===== src/rtl/lcd_seq_ctrl.sv =====
// -----------------------------------------------------------------------------
// lcd_seq_ctrl
//
// Sequencer for the lcd_write_cmd_data I2C byte writer, which drives an LCD1602
// through its PCF8574 backpack.
//
// After reset the sequencer does the following, in order:
//   1. It waits out LCD power-up.
//   2. It issues the 4-bit-mode init command list.
//   3. It redraws both display lines from a 32-byte character buffer.
// After that the host edits characters through a write port and asks for
// redraws with a one-cycle refresh pulse.
//
// Ports:
//   clk_i           system clock
//   rst_ni          asynchronous active-low reset
//   buf_we_i        character buffer write strobe
//   buf_addr_i      buffer index (0-15 line 1, 16-31 line 2)
//   buf_wdata_i     ASCII character to store
//   refresh_i       single-cycle full-screen redraw request
//   init_done_o     high once the init sequence has completed
//   busy_o          high while a byte transfer or timed wait is in progress
//   err_o           sticky wr_done timeout flag
//   wr_ena_o        enable to the writer
//   wr_data_o       byte to the writer
//   wr_cmd_data_o   0 = command, 1 = data
//   wr_done_i       single-cycle completion pulse from the writer
// -----------------------------------------------------------------------------
module lcd_seq_ctrl #(
  parameter int unsigned PWRUP_CYCLES = 1_500_000,
  parameter int unsigned CLR_CYCLES   = 200_000,
  parameter int unsigned DONE_TIMEOUT = 2_000_000
) (
  input  logic       clk_i,
  input  logic       rst_ni,
  input  logic       buf_we_i,
  input  logic [4:0] buf_addr_i,
  input  logic [7:0] buf_wdata_i,
  input  logic       refresh_i,
  output logic       init_done_o,
  output logic       busy_o,
  output logic       err_o,
  output logic       wr_ena_o,
  output logic [7:0] wr_data_o,
  output logic       wr_cmd_data_o,
  input  logic       wr_done_i
);

  localparam int CNT_W = 21;

  // Counters compare against "last cycle" values, so a wait of N cycles
  // spends exactly N clocks in the waiting state.
  localparam logic [CNT_W-1:0] PWRUP_LAST = CNT_W'(PWRUP_CYCLES - 1);
  localparam logic [CNT_W-1:0] CLR_LAST   = CNT_W'(CLR_CYCLES - 1);
  localparam logic [CNT_W-1:0] DONE_LAST  = CNT_W'(DONE_TIMEOUT - 1);

  localparam logic [5:0] INIT_LAST    = 6'd5;
  localparam logic [5:0] REFRESH_LAST = 6'd33;

  typedef enum logic [2:0] {
    ST_PWRUP,
    ST_INIT_ISSUE,
    ST_INIT_WAIT,
    ST_CLR_WAIT,
    ST_REF_ISSUE,
    ST_REF_WAIT,
    ST_IDLE
  } state_e;

  state_e           state_q;
  logic [CNT_W-1:0] waitCnt_q;
  logic [CNT_W-1:0] waitCnt_d;
  logic [5:0]       xferIdx_q;
  logic             pending_q;
  logic             wrEna_q;
  logic [7:0]       wrData_q;
  logic             wrCmdData_q;
  logic             initDone_q;
  logic             busy_q;
  logic             err_q;
  logic [7:0]       charBuf_q [32];

  logic [7:0]       initCmd;
  logic [7:0]       refByte;
  logic             refIsData;
  logic [4:0]       refBufIdx;

  assign wr_ena_o      = wrEna_q;
  assign wr_data_o     = wrData_q;
  assign wr_cmd_data_o = wrCmdData_q;
  assign init_done_o   = initDone_q;
  assign busy_o        = busy_q;
  assign err_o         = err_q;

  // Saturating increment shared by every timed wait.
  assign waitCnt_d = (waitCnt_q == '1) ? waitCnt_q : waitCnt_q + CNT_W'(1);

  // Init command list for HD44780 4-bit mode: wake-up pair, function set,
  // display on, entry mode, clear.
  always_comb begin
    initCmd = 8'h01;
    case (xferIdx_q)
      6'd0:    initCmd = 8'h33;
      6'd1:    initCmd = 8'h32;
      6'd2:    initCmd = 8'h28;
      6'd3:    initCmd = 8'h0C;
      6'd4:    initCmd = 8'h06;
      default: initCmd = 8'h01;
    endcase
  end

  // Maps a refresh transfer index to its byte.
  //   Index 0 is the line-1 cursor command.
  //   Indices 1-16 are line-1 characters.
  //   Index 17 is the line-2 cursor command.
  //   Indices 18-33 are line-2 characters.
  always_comb begin
    refBufIdx = 5'd0;
    refByte   = 8'h80;
    refIsData = 1'b0;
    if (xferIdx_q == 6'd0) begin
      refByte = 8'h80;
    end else if (xferIdx_q <= 6'd16) begin
      refBufIdx = 5'(xferIdx_q - 6'd1);
      refByte   = charBuf_q[refBufIdx];
      refIsData = 1'b1;
    end else if (xferIdx_q == 6'd17) begin
      refByte = 8'hC0;
    end else begin
      refBufIdx = 5'(xferIdx_q - 6'd2);
      refByte   = charBuf_q[refBufIdx];
      refIsData = 1'b1;
    end
  end

  // Character buffer. Host writes land in any state. The sequencer copies a
  // byte into wr_data on the issue edge, so a write in that same cycle is
  // only seen by the next refresh.
  always_ff @(posedge clk_i or negedge rst_ni) begin
    if (!rst_ni) begin
      for (int i = 0; i < 32; i++) begin
        charBuf_q[i] <= 8'h20;
      end
    end else if (buf_we_i) begin
      charBuf_q[buf_addr_i] <= buf_wdata_i;
    end
  end

  // Main sequencer.
  // Each ISSUE state raises wr_ena with stable data. Its WAIT state holds the
  // data until wr_done arrives, then drops wr_ena. Going back through ISSUE
  // therefore guarantees at least one low cycle between bytes.
  // A missing wr_done aborts the sequence:
  //   - before init has completed, the sequencer restarts power-up;
  //   - afterwards, it falls back to IDLE.
  always_ff @(posedge clk_i or negedge rst_ni) begin
    if (!rst_ni) begin
      state_q     <= ST_PWRUP;
      waitCnt_q   <= '0;
      xferIdx_q   <= '0;
      pending_q   <= 1'b0;
      wrEna_q     <= 1'b0;
      wrData_q    <= 8'h00;
      wrCmdData_q <= 1'b0;
      initDone_q  <= 1'b0;
      busy_q      <= 1'b1;
      err_q       <= 1'b0;
    end else begin
      // Requests outside IDLE collapse into one pending redraw.
      if (refresh_i && (state_q != ST_IDLE)) begin
        pending_q <= 1'b1;
      end

      case (state_q)
        ST_PWRUP: begin
          if (waitCnt_q >= PWRUP_LAST) begin
            waitCnt_q <= '0;
            xferIdx_q <= '0;
            state_q   <= ST_INIT_ISSUE;
          end else begin
            waitCnt_q <= waitCnt_d;
          end
        end

        ST_INIT_ISSUE: begin
          wrEna_q     <= 1'b1;
          wrData_q    <= initCmd;
          wrCmdData_q <= 1'b0;
          waitCnt_q   <= '0;
          state_q     <= ST_INIT_WAIT;
        end

        ST_INIT_WAIT: begin
          if (wr_done_i) begin
            wrEna_q <= 1'b0;
            if (xferIdx_q == INIT_LAST) begin
              waitCnt_q <= '0;
              state_q   <= ST_CLR_WAIT;
            end else begin
              xferIdx_q <= xferIdx_q + 6'd1;
              state_q   <= ST_INIT_ISSUE;
            end
          end else if (waitCnt_q >= DONE_LAST) begin
            err_q     <= 1'b1;
            wrEna_q   <= 1'b0;
            waitCnt_q <= '0;
            state_q   <= ST_PWRUP;
          end else begin
            waitCnt_q <= waitCnt_d;
          end
        end

        // The pending flag is cleared here because this automatic first
        // redraw already covers any request made before init finished.
        ST_CLR_WAIT: begin
          if (waitCnt_q >= CLR_LAST) begin
            initDone_q <= 1'b1;
            pending_q  <= 1'b0;
            xferIdx_q  <= '0;
            state_q    <= ST_REF_ISSUE;
          end else begin
            waitCnt_q <= waitCnt_d;
          end
        end

        ST_REF_ISSUE: begin
          wrEna_q     <= 1'b1;
          wrData_q    <= refByte;
          wrCmdData_q <= refIsData;
          waitCnt_q   <= '0;
          state_q     <= ST_REF_WAIT;
        end

        ST_REF_WAIT: begin
          if (wr_done_i) begin
            wrEna_q <= 1'b0;
            if (xferIdx_q == REFRESH_LAST) begin
              busy_q  <= 1'b0;
              state_q <= ST_IDLE;
            end else begin
              xferIdx_q <= xferIdx_q + 6'd1;
              state_q   <= ST_REF_ISSUE;
            end
          end else if (waitCnt_q >= DONE_LAST) begin
            err_q     <= 1'b1;
            wrEna_q   <= 1'b0;
            waitCnt_q <= '0;
            if (initDone_q) begin
              busy_q  <= 1'b0;
              state_q <= ST_IDLE;
            end else begin
              state_q <= ST_PWRUP;
            end
          end else begin
            waitCnt_q <= waitCnt_d;
          end
        end

        ST_IDLE: begin
          if (pending_q || refresh_i) begin
            pending_q <= 1'b0;
            xferIdx_q <= '0;
            busy_q    <= 1'b1;
            state_q   <= ST_REF_ISSUE;
          end
        end

        default: begin
          wrEna_q <= 1'b0;
          busy_q  <= 1'b1;
          state_q <= ST_PWRUP;
        end
      endcase
    end
  end

endmodule

===== config.mk =====
export PLATFORM = sky130hd
export DESIGN_NAME = lcd_seq_ctrl
export DESIGN_NICKNAME = d
export VERILOG_FILES = /design/src/rtl/lcd_seq_ctrl.sv
export SDC_FILE = /design/constraint.sdc
export NUM_CORES = 1
export LEC_CHECK = 0
export CAP_MARGIN = 20
export CELL_PAD_IN_SITES_DETAIL_PLACEMENT = 1
export CELL_PAD_IN_SITES_GLOBAL_PLACEMENT = 1
export CORE_ASPECT_RATIO = 0.8
export CORE_MARGIN = 10
export CORE_UTILIZATION = 53
export DETAILED_ROUTE_END_ITERATION = 10
export GPL_ROUTABILITY_DRIVEN = 0
export PLACE_DENSITY_LB_ADDON = 0.15
export SLEW_MARGIN = 20
export SYNTH_ARGS = -nofsm -noshare
export SYNTH_HDL_FRONTEND = slang
export SYNTH_SLANG_ARGS = --single-unit

===== constraint.sdc =====
create_clock -name clk_i -period 5.4 [get_ports clk_i]
set_input_delay 1.08 -clock clk_i [delete_from_list [all_inputs] [get_ports clk_i]]
set_output_delay 1.08 -clock clk_i [all_outputs]
set_load 0.01 [all_outputs]

* After elaboration in Yosys (flattened, before gate mapping) *
Cells that the tools add are included.

storage, ports and cells
  register bits after elaboration = 300
  logic and storage cells = 167
  output and inout port bits = 13

operators by class
  $lt $le $gt $ge = 8
  add/subtract/negate cells = 4
  equality and inequality tests = 30
  bitwise operators = 6
  reduce and logical (&&, ||, !) cells = 19
  mux-type cells = 58

operators by type and width
  operator                                                              number
  bitwise mux 256 bit                                                   1
  2-to-1 mux 21 bit                                                     7
  case mux 21 bit (5 select lines)                                      1
  binary-select mux 8 bit (select 5 bit)                                2
  2-to-1 mux 8 bit                                                      8
  case mux 6 bit (5 select lines)                                       2
  greater-or-equal comparator 21 bit (second input constant)            2
  2-to-1 mux 6 bit                                                      7
  demux 8 bit (select 5 bit)                                            1
  2-to-1 mux 3 bit                                                      8
  adder 21 x 1 -> 21 bit (second input constant)                        1
  == test 21 bit (second input constant)                                1
  greater-or-equal comparator 21 x 18 -> 1 bit (second input constant)  1
  case mux 3 bit (7 select lines)                                       1
  greater-or-equal comparator 6 bit (second input constant)             3
  inequality test 2 bit (second input constant)                         9
  inequality test 3 bit (second input constant)                         6
  NOT 5 -> 6 bit                                                        3
  case mux 8 bit (2 select lines)                                       1
  2-to-1 mux 1 bit                                                      13
  == test 6 x 2 -> 1 bit (second input constant)                        2
  == test 6 x 3 -> 1 bit (second input constant)                        2
  AND reduction 5 bit                                                   2
  nonzero test 5 bit                                                    2
  28 further kinds                                                      39

* Depth between registers and ports, before layout *
  depth in word-level cells = 9
  gate-level depth with buffers = 13
  depth with buffers taken out = 8

* Worst setup path after synthesis *
Ideal clock, no wire load.

  kind = reg-to-reg
  from = register xferIdx_q[0]
  to = register wrData_q[0] (netlist: wr_data_o[0])
  library setup time = 0.131 ns
  arrival = 4.020 ns
  path buffers = 6
  cell stages (with the launch flop) = 13
  setup slack = 1.249 ns
  cells stage by stage = dfrtp_1 buf_2 buf_2 buf_1 buf_1 inv_1 ha_1 clkbuf_1 buf_2 mux4_2 mux4_2 a22oi_1 a31oi_1

on the way
  longest elaborated chain between the ends = 9

RTL lines
  element                                              line  text
  start, declared                                      73    logic [5:0] xferIdx_q;
  start signal, assigned                               200   xferIdx_q <= xferIdx_q + 6'd1;
  start signal, assigned                               241   xferIdx_q <= xferIdx_q + 6'd1;
  subtractor 5 x 2 -> 5 bit                            130   refBufIdx = 5'(xferIdx_q - 6'd2);
  NOT 5 -> 6 bit (implied by the code)                 131   refByte = charBuf_q[refBufIdx];
  binary-select mux 8 bit (select 5 bit)               131
  2-to-1 mux 8 bit (implied by the code) (2 in a row)  131
  2-to-1 mux 8 bit                                     127   end else if (xferIdx_q == 6'd17) begin
  2-to-1 mux 8 bit                                     123   end else if (xferIdx_q <= 6'd16) begin
  2-to-1 mux 8 bit                                     121   if (xferIdx_q == 6'd0) begin
  case mux 8 bit (2 select lines) (*)                  174   case (state_q)
  end signal, assigned                                 187   wrData_q <= initCmd;
  end signal, assigned                                 228   wrData_q <= refByte;
  end, declared                                        76    logic [7:0] wrData_q;

Every way passes the cells marked *; elsewhere a longest branch is shown, timed or not. The select of a mux whose other input is x is not followed.
A chain may end at the register's enable or synchronous reset.

* Final worst setup path *
  from = register xferIdx_q[0]
  to = register wrData_q[5] (netlist: wr_data_o[5])

The elaborated chain is that of the path after synthesis.

==> results.md <==
- Port bufs: 30
- Ports: 31
- Slowest cell on crit path: dfrtp_4
- Most frequent cell on the critical path: mux4_2
- Reg2Reg Launch Point: xferIdx_q[0]$_DFFE_PN0P_
- Layout Nets: roughly 1200
- Synth Net Count: 1252
- Vias in the first global route: around 12000
- Clk pin slew, worst setup/hold paths: 60 ps
- Vias per cell: 6.86
- Slew headroom: a little under a fifth
- Worst Hold Depth: 2
- Gr usage total: 25.0%
- Top FF cell, synth: dfrtp_1
- Post-synth top cells: dfrtp_1 (267), mux2_2 (258), mux4_2 (152)
- Synth warn: 0
- Avg Inst Size Synth: ~14 um2
- Static Leak: slightly below 8 nW
- Synth async-reset ratio: 100%
- Initial antenna violation count: 0
- Setup TNS: 0 ps
- Final Hold Viols: 0
- Cell taking the most area after synthesis: dfrtp_1
- FF+latch count, synth: 300
- Hold Path Class: reg -> reg
- NetSw: 0.00318 W
- Max-Cap Viols: 0
- WS Path Type: reg -> reg
- Area delta synth->final: 11.0%
- Setup Skew: about 22 ps
- Post-CTS resize count: 0
- Clock Latency Late Sink: between 500 and 600 ps
- Reg-to-reg slack, setup: 1570 ps
- FP Rows: 58
- CP max stage delay: 800 ps
- Sw Ratio: about a third
- RR Endpoint: wr_data_o[5]$_DFFE_PN0P_
- CTS Hold Bufs: 0
- Die height: around 180 um
- CP max FO: 35
- Tot Pwr: 0.00932 W
- Syn Inst Count: around 1200
- Setup repair after global routing missed its margin: false
- Share of the synthesized area in the top cell type: between 30% and 40%
- Wire per inst: 29.5 um
- Post-route ant nets: 0
- Int Power: 0.00614 W
- Max Slew Vio Count: 0
- Crit path cell chain: inv_1, ha_4, buf_4, mux4_2, mux4_2, mux2i_1, o21a_1, o22ai_1
- DPL Wire Length: 32.8 mm
- CTS Sinks: 300
- Htree depth: 2
- WP data required: ~5800 ps
- Core Box Area: roughly 0.031 mm2
- Fmax: ~0.26 GHz
- CTS Buf Count: 34
- Crit path DAT: between 4000 and 5000 ps
- R2r worst-path depth: 8
- TritonRoute pass-1 iters: 5
- Outcome: completed
- Filler instances: just under 3000
- Register area share after synthesis: 44.6%
- Worst Setup Start Kind: register
- Setup Fix Bufs, Post-CTS: 0
- Layout cells sized above 1: ~45%
- Die area: approximately 0.04 mm2
- Worst-margin pin slew: between 1000 and 1500 ps
- Remaining global-route overflow: 0
- Clk pwr share: 26.8%
- Clock root buffer: clkbuf_16
- Number of remaining DRC errors: 0
- Initial Util: 53.8%
- Ant. Diodes: 0
- Largest net degree at the start of global routing: between 100 and 150
- Max clock buf depth: 3
- Setup-violating endpoint count in the final report: 0
- Initial DRC count: approximately 1100
- Hold Path End: wr_cmd_data_o$_DFFE_PN0P_
- First-pass GRT wire length: around 76 mm
- Combinational share of power: 38.7%
- Most frequent cell after synthesis: dfrtp_1
- Number of flops mapped to enable cells by yosys: 0
- Die W: between 200 and 250 um
- Mapped cell area: roughly 0.017 mm2
- Synth top area cells: dfrtp_1 (40%), mux4_2 (20%), mux2_2 (17%)
- Routed WL: 49.1 mm
- Power Density: ~500 mW/mm2
- Cell variety after synth: 64
- Hold path start: wr_cmd_data_o$_DFFE_PN0P_
- Fin crit period: 3830 ps
- Vias: 11400
- Sequential share of power: 34.6%
- Setup crit end kind: register
- Final period util: a little under three quarters
- Worst vdd ir: 0.000229 V
- CTS tree: done
-- cell usage in the layout, fill, tap and decap left out, types with 7 or more instances in the layout --
| cell | netlist | routed |
|---|---|---|
| dfrtp_1 | 267 | 265 |
| mux2_2 | 258 | 258 |
| mux4_2 | 152 | 152 |
| nand2_1 | 54 | 54 |
| nor2_1 | 51 | 42 |
| clkbuf_16 | 0 | 35 |
| dfstp_2 | 33 | 33 |
| nand3_1 | 29 | 29 |
| a21oi_1 | 28 | 28 |
| clkdlybuf4s50_1 | 0 | 23 |
| buf_4 | 0 | 20 |
| inv_1 | 16 | 16 |
| o21ai_0 | 15 | 15 |
| mux2i_1 | 15 | 15 |
| nor3_1 | 14 | 14 |
| o22ai_1 | 13 | 13 |
| a21o_1 | 11 | 11 |
| a31oi_1 | 10 | 10 |
| nand4_1 | 9 | 9 |
| nor2_2 | 0 | 9 |
| a211oi_1 | 8 | 8 |
| ha_1 | 9 | 8 |
| clkbuf_8 | 0 | 8 |
| or3_1 | 7 | 7 |
| o31ai_1 | 7 | 7 |
| a22oi_1 | 7 | 7 |
-- kinds of logic after synthesis --
group	count (synthesis)	synth area share, %
buf+inv	111	2.77
compound gates	152	6.41
simple gates	218	6.48
xor+xnor	8	0.414
flops	300	44.6
mux	427	38.6
fa+ha+maj	9	0.666
-- power groups by stage --
stage | Clock, W | Sequential, W | Combinational (W)
floorplan | 0 | 0.00298 | 0.00275
global placement | 0 | 0.00321 | 0.00348
detailed placement | 0 | 0.00324 | 0.00359
CTS | 0.00254 | 0.00321 | 0.00362
global route | 0.00264 | 0.00328 | 0.00386
finish | 0.00249 | 0.00322 | 0.00360
-- state kept, by name, summed over array words and instances, names as in the netlist --
register	cells
busy_o	1
charBuf_q	256
err_o	1
init_done_o	1
pending_q	1
state_q	3
waitCnt_q	21
wr_cmd_data_o	1
wr_data_o	8
wr_ena_o	1
xferIdx_q	6
-- worst max-delay path: cells and delay by family, from the launching register on --
kind	cells	cell delay [ps]
AOI/OAI and AO/OA	2	220
adders and majority gates	1	740
muxes	3	1230
buffers and inverters	2	690
DFF	1	800
-- area by class of cell --
cell class              count  area [um2]  share of cell area (%)
clock buffers              47        1000                    5.33
multi-input cells         814        8960                    47.7
repair buffers             52         465                    2.48
inverters                  18        67.6                   0.360
well taps                 420         526                    2.80
clock inverters            13         199                    1.06
flip-flops and latches    300        7550                    40.2
-- routing by layer --
layer	global-route usage (%)	vias to the layer above	routed length (um)
met4	6.59	0	1170
met3	6.01	74	3550
met5	0	-	0
met1	35.0	6197	21100
li1	-	4767	-
met2	38.5	372	23200
-- how the worst max path moves through the flow --
stage | startpoint | endpoint | slack (ps) | cells after the start
finish | xferIdx_q[0]$_DFFE_PN0P_ | wr_data_o[5]$_DFFE_PN0P_ | 1570 | 8
global route | xferIdx_q[0]$_DFFE_PN0P_ | wr_data_o[4]$_DFFE_PN0P_ | 1220 | 8
CTS | xferIdx_q[0]$_DFFE_PN0P_ | wr_data_o[4]$_DFFE_PN0P_ | 1460 | 8
detailed placement | xferIdx_q[0]$_DFFE_PN0P_ | wr_data_o[4]$_DFFE_PN0P_ | 1480 | 8
global placement | xferIdx_q[0]$_DFFE_PN0P_ | wr_data_o[4]$_DFFE_PN0P_ | 1540 | 8
floorplan | xferIdx_q[0]$_DFFE_PN0P_ | wr_data_o[0]$_DFFE_PN0P_ | 1250 | 12
-- through the flow --
stage | worst slack, ps | instances | utilization [%] | area, um2 | hold slack [ps]
2_1_floorplan | 1250 | 1225 | - | 16900 | 491
3_3_place_gp | 1540 | 1603 | 55.9 | 17600 | 465
3_5_place_dp | 1480 | 1604 | 56.0 | 17600 | 479
4_1_cts | 1460 | 1664 | 59.8 | 18800 | 493
5_1_grt | 1220 | 1664 | 59.7 | 18800 | 526
6_report | 1570 | 1664 | 59.7 | 18800 | 486
(Power assumes the default switching activity.)
